File: src/rtl/sd_dat_pkg.sv
// rtl/sd_dat_pkg.sv - shared types and defaults for the SD DAT transfer controller
package sd_dat_pkg;

    localparam int DEF_BLK_WORDS   = 128;
    localparam int DEF_GAP_CYC     = 2;
    localparam int DEF_TIMEOUT_CYC = 65535;

    typedef enum logic [2:0] {
        ST_IDLE,
        ST_LOAD,
        ST_XFER,
        ST_CRC,
        ST_BUSY,
        ST_GAP,
        ST_FIN
    } xfer_state_t;

    typedef enum logic [1:0] {
        ERR_NONE  = 2'd0,
        ERR_CRC   = 2'd1,
        ERR_TMO   = 2'd2,
        ERR_ABORT = 2'd3
    } xfer_err_t;

endpackage

File: src/rtl/sd_dat_xfer_ctrl_if.sv
// rtl/sd_dat_xfer_ctrl_if.sv - controller <-> DAT datapath / host buffer signals
interface sd_dat_xfer_ctrl_if;

    logic trans_enable;
    logic dat_width_o;
    logic buf_rd_o;
    logic buf_wr_o;
    logic ack_i;
    logic crc_valid_i;
    logic crc_ok_i;
    logic busy_i;
    logic fifo_empty_i;
    logic fifo_full_i;

    modport master (
        output trans_enable, dat_width_o, buf_rd_o, buf_wr_o,
        input  ack_i, crc_valid_i, crc_ok_i, busy_i, fifo_empty_i, fifo_full_i
    );

    modport slave (
        input  trans_enable, dat_width_o, buf_rd_o, buf_wr_o,
        output ack_i, crc_valid_i, crc_ok_i, busy_i, fifo_empty_i, fifo_full_i
    );

endinterface

File: src/rtl/sd_dat_timeout.sv
// rtl/sd_dat_timeout.sv - freezable wait counter with expiry flag; built only with SD_DAT_TIMEOUT_EN
`ifdef SD_DAT_TIMEOUT_EN
module sd_dat_timeout #(
    parameter int LIMIT = 65535
) (
    input  logic clk,
    input  logic reset,
    input  logic clear,
    input  logic count_en,
    output logic expired
);

    localparam int W = $clog2(LIMIT + 1);
    localparam logic [W-1:0] LAST = W'(LIMIT - 1);

    logic [W-1:0] cnt_q;

    always_ff @(posedge clk) begin
        if (reset || clear) begin
            cnt_q <= '0;
        end else if (count_en && cnt_q != LAST) begin
            cnt_q <= cnt_q + 1'b1;
        end
    end

    // A frozen counter sitting at the limit must not fire
    assign expired = count_en && (cnt_q == LAST);

endmodule
`endif

File: src/rtl/sd_dat_xfer_ctrl.sv
// rtl/sd_dat_xfer_ctrl.sv - SD DAT single/multi-block sequencer; SD_DAT_TIMEOUT_EN enables wait timeout
module sd_dat_xfer_ctrl
    import sd_dat_pkg::*;
#(
    parameter int BLK_WORDS   = DEF_BLK_WORDS,
    parameter int GAP_CYC     = DEF_GAP_CYC,
    parameter int TIMEOUT_CYC = DEF_TIMEOUT_CYC
) (
    input  logic               clk,
    input  logic               reset,
    input  logic               start,
    input  logic               dir,
    input  logic               mode,
    input  logic               dat_width,
    input  logic [9:0]         blk_count_i,
    input  logic               stop,
    sd_dat_xfer_ctrl_if.master dp,
    output logic               blk_done_o,
    output logic               done_o,
    output logic [1:0]         err_o,
    output logic [9:0]         blocks_left_o
);

    localparam int WCW = (BLK_WORDS > 1) ? $clog2(BLK_WORDS) : 1;
    localparam int GCW = $clog2(GAP_CYC + 1);
    localparam logic [WCW-1:0] WORD_LAST = WCW'(BLK_WORDS - 1);
    localparam logic [GCW-1:0] GAP_LAST  = GCW'(GAP_CYC - 1);

    xfer_state_t    state_q, state_d;
    xfer_err_t      err_q, err_code;
    logic           err_set;
    logic           dir_q, mode_q, dat_width_q;
    logic [WCW-1:0] word_cnt_q;
    logic [GCW-1:0] gap_cnt_q;
    logic [9:0]     blocks_left_q;
    logic           stall;
    logic           tmo_hit;

    assign stall = dir_q ? dp.fifo_empty_i : dp.fifo_full_i;

`ifdef SD_DAT_TIMEOUT_EN
    logic wait_st, tmo_expired;

    assign wait_st = (state_q == ST_XFER) || (state_q == ST_CRC) || (state_q == ST_BUSY);

    sd_dat_timeout #(.LIMIT(TIMEOUT_CYC)) u_timeout (
        .clk      (clk),
        .reset    (reset),
        .clear    ((state_d != state_q) || dp.ack_i || !wait_st),
        .count_en (wait_st && !((state_q == ST_XFER) && stall)),
        .expired  (tmo_expired)
    );

    // A word arriving on the expiry cycle restarts the wait rather than failing it
    assign tmo_hit = tmo_expired && !dp.ack_i;
`else
    logic unused_tmo_cfg;
    assign unused_tmo_cfg = ^TIMEOUT_CYC;
    assign tmo_hit = 1'b0;
`endif

    always_comb begin
        state_d         = state_q;
        err_set         = 1'b0;
        err_code        = ERR_NONE;
        dp.trans_enable = 1'b0;
        dp.buf_rd_o     = 1'b0;
        dp.buf_wr_o     = 1'b0;
        blk_done_o      = 1'b0;
        done_o          = 1'b0;
        // Abort outranks every other event, including a word ack in the same cycle
        if (stop && state_q != ST_IDLE && state_q != ST_FIN) begin
            state_d  = ST_FIN;
            err_set  = 1'b1;
            err_code = ERR_ABORT;
        end else begin
            case (state_q)
                ST_IDLE: if (start) state_d = ST_LOAD;
                ST_LOAD: state_d = (mode_q && blk_count_i == 10'd0) ? ST_FIN : ST_XFER;
                ST_XFER: begin
                    dp.trans_enable = !stall;
                    if (dp.ack_i) begin
                        dp.buf_rd_o = dir_q;
                        dp.buf_wr_o = !dir_q;
                        if (word_cnt_q == WORD_LAST) state_d = ST_CRC;
                    end else if (tmo_hit) begin
                        state_d  = ST_FIN;
                        err_set  = 1'b1;
                        err_code = ERR_TMO;
                    end
                end
                ST_CRC: begin
                    if (dp.crc_valid_i) begin
                        if (dp.crc_ok_i) begin
                            blk_done_o = 1'b1;
                            state_d    = dir_q ? ST_BUSY : ST_GAP;
                        end else begin
                            state_d  = ST_FIN;
                            err_set  = 1'b1;
                            err_code = ERR_CRC;
                        end
                    end else if (tmo_hit) begin
                        state_d  = ST_FIN;
                        err_set  = 1'b1;
                        err_code = ERR_TMO;
                    end
                end
                ST_BUSY: begin
                    if (!dp.busy_i) begin
                        state_d = ST_GAP;
                    end else if (tmo_hit) begin
                        state_d  = ST_FIN;
                        err_set  = 1'b1;
                        err_code = ERR_TMO;
                    end
                end
                ST_GAP: begin
                    if (gap_cnt_q == GAP_LAST) state_d = (blocks_left_q == 10'd0) ? ST_FIN : ST_XFER;
                end
                ST_FIN: begin
                    done_o  = 1'b1;
                    state_d = ST_IDLE;
                end
                default: state_d = ST_IDLE;
            endcase
        end
    end

    always_ff @(posedge clk) begin
        if (reset) begin
            state_q       <= ST_IDLE;
            err_q         <= ERR_NONE;
            dir_q         <= 1'b0;
            mode_q        <= 1'b0;
            dat_width_q   <= 1'b0;
            word_cnt_q    <= '0;
            gap_cnt_q     <= '0;
            blocks_left_q <= '0;
        end else begin
            state_q <= state_d;
            if (state_q == ST_IDLE && start) begin
                dir_q       <= dir;
                mode_q      <= mode;
                dat_width_q <= dat_width;
                err_q       <= ERR_NONE;
            end else if (err_set) begin
                err_q <= err_code;
            end
            if (state_q == ST_LOAD) begin
                blocks_left_q <= mode_q ? blk_count_i : 10'd1;
            end else if (blk_done_o && blocks_left_q != 10'd0) begin
                blocks_left_q <= blocks_left_q - 10'd1;
            end
            if (state_q == ST_LOAD || state_q == ST_GAP) begin
                word_cnt_q <= '0;
            end else if (dp.buf_rd_o || dp.buf_wr_o) begin
                word_cnt_q <= word_cnt_q + 1'b1;
            end
            gap_cnt_q <= (state_q == ST_GAP) ? gap_cnt_q + 1'b1 : '0;
        end
    end

    assign dp.dat_width_o = dat_width_q;
    assign err_o          = err_q;
    assign blocks_left_o  = blocks_left_q;

endmodule

File: src/flat_wrapper.sv
// flat-port wrapper written by rule: the top's interface ports become plain ports
module sd_dat_xfer_ctrl_flat import sd_dat_pkg::*;
#(
    parameter int BLK_WORDS   = DEF_BLK_WORDS,
    parameter int GAP_CYC     = DEF_GAP_CYC,
    parameter int TIMEOUT_CYC = DEF_TIMEOUT_CYC
)
  (clk, reset, start, dir, mode, dat_width, blk_count_i, stop, blk_done_o, done_o, err_o, blocks_left_o, dp_trans_enable, dp_dat_width_o, dp_buf_rd_o, dp_buf_wr_o, dp_ack_i, dp_crc_valid_i, dp_crc_ok_i, dp_busy_i, dp_fifo_empty_i, dp_fifo_full_i);
  sd_dat_xfer_ctrl_if dp_i ();
  input  logic clk;
  input  logic reset;
  input  logic start;
  input  logic dir;
  input  logic mode;
  input  logic dat_width;
  input  logic [9:0] blk_count_i;
  input  logic stop;
  output logic blk_done_o;
  output logic done_o;
  output logic [1:0] err_o;
  output logic [9:0] blocks_left_o;
  output wire logic [$bits(dp_i.trans_enable)-1:0] dp_trans_enable;
  output wire logic [$bits(dp_i.dat_width_o)-1:0] dp_dat_width_o;
  output wire logic [$bits(dp_i.buf_rd_o)-1:0] dp_buf_rd_o;
  output wire logic [$bits(dp_i.buf_wr_o)-1:0] dp_buf_wr_o;
  input wire logic [$bits(dp_i.ack_i)-1:0] dp_ack_i;
  input wire logic [$bits(dp_i.crc_valid_i)-1:0] dp_crc_valid_i;
  input wire logic [$bits(dp_i.crc_ok_i)-1:0] dp_crc_ok_i;
  input wire logic [$bits(dp_i.busy_i)-1:0] dp_busy_i;
  input wire logic [$bits(dp_i.fifo_empty_i)-1:0] dp_fifo_empty_i;
  input wire logic [$bits(dp_i.fifo_full_i)-1:0] dp_fifo_full_i;
  assign dp_trans_enable = dp_i.trans_enable;
  assign dp_dat_width_o = dp_i.dat_width_o;
  assign dp_buf_rd_o = dp_i.buf_rd_o;
  assign dp_buf_wr_o = dp_i.buf_wr_o;
  assign dp_i.ack_i = dp_ack_i;
  assign dp_i.crc_valid_i = dp_crc_valid_i;
  assign dp_i.crc_ok_i = dp_crc_ok_i;
  assign dp_i.busy_i = dp_busy_i;
  assign dp_i.fifo_empty_i = dp_fifo_empty_i;
  assign dp_i.fifo_full_i = dp_fifo_full_i;
  sd_dat_xfer_ctrl #(.BLK_WORDS(BLK_WORDS), .GAP_CYC(GAP_CYC), .TIMEOUT_CYC(TIMEOUT_CYC)) u_core (.clk(clk), .reset(reset), .start(start), .dir(dir), .mode(mode), .dat_width(dat_width), .blk_count_i(blk_count_i), .stop(stop), .dp(dp_i), .blk_done_o(blk_done_o), .done_o(done_o), .err_o(err_o), .blocks_left_o(blocks_left_o));
endmodule
File: config.mk
export PLATFORM = sky130hd
export DESIGN_NAME = sd_dat_xfer_ctrl_flat
export DESIGN_NICKNAME = d
export VERILOG_FILES = /design/src/rtl/sd_dat_pkg.sv /design/src/rtl/sd_dat_xfer_ctrl_if.sv /design/src/rtl/sd_dat_timeout.sv /design/src/rtl/sd_dat_xfer_ctrl.sv /design/src/flat_wrapper.sv
export SDC_FILE = /design/constraint.sdc
export NUM_CORES = 1
export LEC_CHECK = 0
export CAP_MARGIN = 40
export CORE_MARGIN = 2
export CORE_UTILIZATION = 45
export DETAILED_ROUTE_END_ITERATION = 16
export GPL_TIMING_DRIVEN = 0
export PLACE_DENSITY = 0.84
export SETUP_SLACK_MARGIN = 0.3
export SKIP_CTS_REPAIR_TIMING = 1
export SYNTH_ARGS = -nofsm -noshare
export SYNTH_HDL_FRONTEND = slang
export SYNTH_HIERARCHICAL = 1
export SYNTH_SLANG_ARGS = --single-unit
File: constraint.sdc
create_clock -name clk -period 1.87 [get_ports clk]
set_clock_uncertainty 0.1 [all_clocks]
set_input_delay 0.187 -clock clk [delete_from_list [all_inputs] [get_ports clk]]
set_output_delay 0.187 -clock clk [all_outputs]
set_load 0.1 [all_outputs]
== Yosys cells after proc, flatten, opt, wreduce, memory -nomap -nowiden ==
Index checks and enable logic that the tools add are counted.
Cells by class
  eq/ne operators: 21
  add/sub/neg operators: 3
  bitwise operators: 1
  reduce and logical (&&, ||, !) cells: 21
  muxes and demuxes: 38
Operators with widths (number)
  two-way mux 10 bit: 3
  two-way mux 3 bit: 10
  two-way mux 1 bit: 22
  zero test 10 bit: 2
  case mux 3 bit (6 select lines): 1
  != test 3 x 2 -> 1 bit, second input constant: 4
  AND reduction 6 bit: 2
  nonzero test 10 bit: 1
  subtractor 10 x 1 -> 10 bit, second input constant: 1
  equality test 3 bit, second input constant: 3
  != test 2 bit, second input constant: 4
  OR reduction 2 bit: 4
  adder 7 x 1 -> 7 bit, second input constant: 1
  equality test 7 bit, second input constant: 1
  equality test 3 x 2 -> 1 bit, second input constant: 2
  != test 3 x 1 -> 1 bit, second input constant: 2
  logical AND 1 bit: 5
  two-way mux 2 bit: 2
  != test 2 x 1 -> 1 bit, second input constant: 2
  equality test 3 x 1 -> 1 bit, second input constant: 1
  zero test 3 bit: 1
  != test 3 bit, second input constant: 1
  nonzero test 3 bit: 1
  adder 2 x 1 -> 2 bit, second input constant: 1
  5 further kinds: 7
Storage, ports and cells
  bits in registers: 27
  input bits: 23

== Longest topological paths before layout ==
Gate-level depths: netlist (run 1).
  depth after elaboration: 7
  depth in mapped cells: 7
  gate-level depth less buffers: 7

== Least setup slack after synthesis (run 1) ==
No wires, ideal clock.
  kind: reg-to-output
  from: register u_core.state_q[1]
  to: output dp_trans_enable
  cell stages (with the launch flop): 5
  arrival time: 2.944 ns
  data required time: 1.583 ns
  path slack: -1.361 ns
  cell sequence: dfxtp_1 buf_4 and2b_2 nand2_1 a211oi_1
On the way
  cells in the longest elaborated chain, start to end: 4
  elaborated cells between the ends (all ways): 7
RTL lines
  start, declared: line sd_dat_xfer_ctrl.sv:29  | xfer_state_t state_q, state_d;
  start signal, assigned: line sd_dat_xfer_ctrl.sv:140  | state_q <= state_d;
  nonzero test 3 bit: line sd_dat_xfer_ctrl.sv:72  | if (stop && state_q != ST_IDLE && state_q != ST_FIN) begin
  logical AND 1 bit (2 in a row): line sd_dat_xfer_ctrl.sv:72
  two-way mux 1 bit *: line sd_dat_xfer_ctrl.sv:72
  end, declared: line flat_wrapper.sv:22  | output wire logic [$bits(dp_i.trans_enable)-1:0] dp_trans_enable;
Mark *: on every way between the ends. The rest lies on a longest branch, timed or not.

== Final worst setup path (run 1) ==
  from: register u_core.state_q[0]
  to: register u_core.blocks_left_q[6] (netlist: u_core/blocks_left_o[6])
On the way
  cells in the longest elaborated chain, start to end: 6
  elaborated cells between the ends (all ways): 11
RTL lines
  nonzero test 3 bit: line sd_dat_xfer_ctrl.sv:72
  logical AND 1 bit (2 in a row): line sd_dat_xfer_ctrl.sv:72
  two-way mux 1 bit: line sd_dat_xfer_ctrl.sv:72
  logical AND 1 bit: line sd_dat_xfer_ctrl.sv:151  | end else if (blk_done_o && blocks_left_q != 10'd0) begin
  nonzero test 2 bit (no line)
  end signal, assigned: line sd_dat_xfer_ctrl.sv:150  | blocks_left_q <= mode_q ? blk_count_i : 10'd1;
  end signal, assigned: line sd_dat_xfer_ctrl.sv:152  | blocks_left_q <= blocks_left_q - 10'd1;
  end, declared: line sd_dat_xfer_ctrl.sv:35  | logic [9:0] blocks_left_q;
Several ways; a longest one is shown, not always the timed one.
A chain may end at the register's enable or synchronous reset.

==> results of run 1 <==
placed cells by master, fill, tap and decap left out, types with 4 or more instances in the layout:
master and instances:
clkdlybuf4s50_1 21, nor2_1 21, buf_12 18, buf_4 15
dlymetal6s2s_1 13, buf_6 13, dfxtp_1 12, nand2_1 11
dfxtp_4 10, a21oi_1 9, nor3_1 8, inv_1 6
mux2i_1 5, o21ai_0 5, dfxtp_2 5, xnor2_1 4
xor2_1 4
power by group through the flow:
stage          clock network (mW)  logic, mW  registers, mW
6_report                    0.336       3.22          0.892
5_1_grt                     0.364       3.33          0.909
4_1_cts                     0.339       2.57          0.878
3_5_place_dp                    0       2.55          0.891
3_3_place_gp                    0       2.24          0.888
2_1_floorplan                   0       1.25           1.43
critical path, cell delays in order, from the launching register on:
cell,delay [ns]
dfxtp_2,0.34
buf_8,0.13
nor2b_4,0.20
nand4_4,0.18
clkinv_8,0.11
nand2_8,0.08
or4_4,0.45
a31oi_4,0.17
routing by layer:
layer,part of all wire [%],vias up,track usage (%)
met5,0,-,0
met4,2.4,0,5.99
met3,8.7,19,1.88
met2,50,132,32.7
met1,39,922,33.2
li1,-,889,-
worst min-delay path by stage:
stage	endpoint	slack, ns	cells after the start
after floorplan	u_core/state_q[2]$_SDFFE_PP0P_	0.16	1
after global placement	u_core/gap_cnt_q[0]$_SDFF_PP0_	0.32	1
after detailed placement	u_core/gap_cnt_q[0]$_SDFF_PP0_	0.33	1
after CTS	u_core/gap_cnt_q[0]$_SDFF_PP0_	0.34	1
after global routing	u_core/gap_cnt_q[0]$_SDFF_PP0_	0.38	1
final	u_core/gap_cnt_q[0]$_SDFF_PP0_	0.35	1
sequential cells by signal (all words and copies together) (netlist names):
signal	cells
u_core/dir_q	1
u_core/mode_q	1
u_core/err_o	2
u_core/gap_cnt_q	2
u_core/dp.dat_width_o	1
u_core/state_q	3
u_core/blocks_left_o	10
u_core/word_cnt_q	7
cell type report:
cell class | instances | area, um2 | area share, %
buffer | 11 | 110 | 3.56
clock inverter | 1 | 5.00 | 0.162
clock buffer | 3 | 41.3 | 1.34
multi-input combinational | 151 | 1310 | 42.2
timing repair buffer | 75 | 930 | 30.1
tap | 48 | 60.1 | 1.94
sequential | 27 | 584 | 18.9
inverter | 10 | 53.8 | 1.74
cell families (layout without fill, tap and decap cells):
group,Yosys count,after routing,synth area share [%]
and+or+nand+nor,88,88,33.1
AOI/OAI and AO/OA,45,45,18.4
DFF,27,27,31.8
buffers and inverters,21,100,6.18
xor gates and xnor gates,9,9,4.64
muxes,5,5,2.95
adders and majority gates,4,4,2.95
==> run_results.csv, run 1 <==
group,metric,value,unit
critical_path,endpoint,"u_core/blocks_left_o[6]$_SDFFE_PP0P_",
clock_network,tritoncts,"done",
critical_path,worstSetupStartpointType,"register",
critical_path,critPathLaunch,"u_core/state_q[0]$_SDFFE_PP0P_",
yosys,synth_edf_count,0,
sta,tightest_slew,0.666,ns
pwr,swShare,50.5,%
critical_path,critPathKind,"reg -> reg",
outcome,status,"finished, final reports clean",
yosys,syn-num-nets,226,
yosys,async_flop_share,0,%
sta,worst_hold_slack,0.351,ns
sta,hold_viol_final,0,
route,drt_iter0_drc,252,
sta,fin_crit,1.85,ns
sta,finalSetupTns,0,ns
clock_network,htree_levels,1,
route,wl_per_cell,19.1,um
critical_path,r2r_cells,7,
worst_hold_path,worstHoldStart,"u_core/gap_cnt_q[0]$_SDFF_PP0_",
sta,rsz0062_at_grt,"true",
route,drt_wl_total,6220,um
clock_network,path_clk_slew,0.09,ns
clock_network,cts_made_buffers,3,
die,rows,22,
yosys,yosysWarnings,6,
global_route,grt_max_degree,16,
final_layout,area_delta_synth_final,81.8,%
sta,relSlewSlack,55.6,%
sta,finalCritPeriodShare,98.8,%
die,ios,41,
pwr,p_int,2.20,mW
global_route,antenna_found_initial,0,
placement,dpl.cell_count,305,
pwr,clkPwrFrac,7.5,%
die,die_w,65.4,um
die,dieArea,4280,um2
yosys,synth_cell_types,58,
yosys,syn_avg_cell_area,8.54,um2
route,vias,1962,
final_layout,nFillCells,178,
placement,place_congestion,0.891,
global_route,grt.total_usage,21.8,%
clock_network,cts_sinks,27,
yosys,synth-main-ff-cell,"dfxtp_1",
final_layout,design_area,3090,um2
final_layout,finalNonFillerCells,326,
pwr,irDropWorstVdd,0.00122,V
die,core-area,3630,um2
critical_path,path_max_fanout,9,
placement,placed_cell_area,2580,um2
sta,finalSetupViolations,0,
yosys,yosysMostFrequentCell,"dfxtp_1",
critical_path,worstReg2RegStart,"u_core/state_q[0]$_SDFFE_PP0P_",
yosys,ys_ff_latch,27,
route,drt_first_pass_iters,4,
pwr,powerDensity,1440,nW/um2
placement,io_buffers,40,
critical_path,required,1.97,ns
final_layout,nets,306,
final_layout,n_antenna_cell,0,
sta,slew_viol_final,0,
route,route.detailed.drc,0,
die,die_h,65.4,um
placement,post-place-ws,-0.478,ns
pwr,combinationalPowerShare,72.4,%
global_route,overflow,0,
critical_path,worstPathArrival,1.94,ns
global_route,grt_pass1_wl,7360,um
pwr,power_switching,2.25,mW
pwr,total_power,4.45,mW
pwr,leakagePower,1.34,nW
yosys,netlist_instances,199,
yosys,ys_top_cells_by_count,"dfxtp_1, nor2_1, nand2_1, a21oi_1, nor3_1",
run,maxCapViolCount,0,
yosys,netlist_area,1700,um2
yosys,synth.area.top_cells,"dfxtp_1, nor2_1, a21oi_1",
die,start_util,46.8,%
critical_path,cp-end-kind,"register",
clock_network,insertion_delay,0.27,ns
sta,clock.fmax,0.541,GHz
final_layout,final_util,85.0,%
critical_path,r2r_end,"u_core/blocks_left_o[6]$_SDFFE_PP0P_",
global_route,grt_pass1_vias,1537,
pwr,pwr-share-seq,20.0,%
route,post_drt_via_cell_ratio,6.02,
critical_path,reg2reg_slack,0.02,ns
route,ant_nets,0,
sta,setup_ws,0.0225,ns
final_layout,layout-drive-gt1-share,41.4,%
clock_network,root_buffer,"clkbuf_8",
worst_hold_path,hold_class,"reg -> reg",
clock_network,cts_max_path_buffers,2,
yosys,seq_area_frac_synth,31.8,%
placement,hpwl,3590,um
yosys,synth_top_cell_by_area,"dfxtp_1",
yosys,yosysTopAreaCellShare,31.8,%
Note: power is estimated with default switching activity, not from simulation.
==> inputs of run 2 (changes only) <==
--- a/config.mk
+++ b/config.mk
@@ -13,6 +13,7 @@
 export PLACE_DENSITY = 0.84
 export SETUP_SLACK_MARGIN = 0.3
 export SKIP_CTS_REPAIR_TIMING = 1
+export SKIP_LAST_GASP = 1
 export SYNTH_ARGS = -nofsm -noshare
 export SYNTH_HDL_FRONTEND = slang
 export SYNTH_HIERARCHICAL = 1
==> results of run 2 <==
No change in the layout: final DEF, timing and power equal those of run 1.
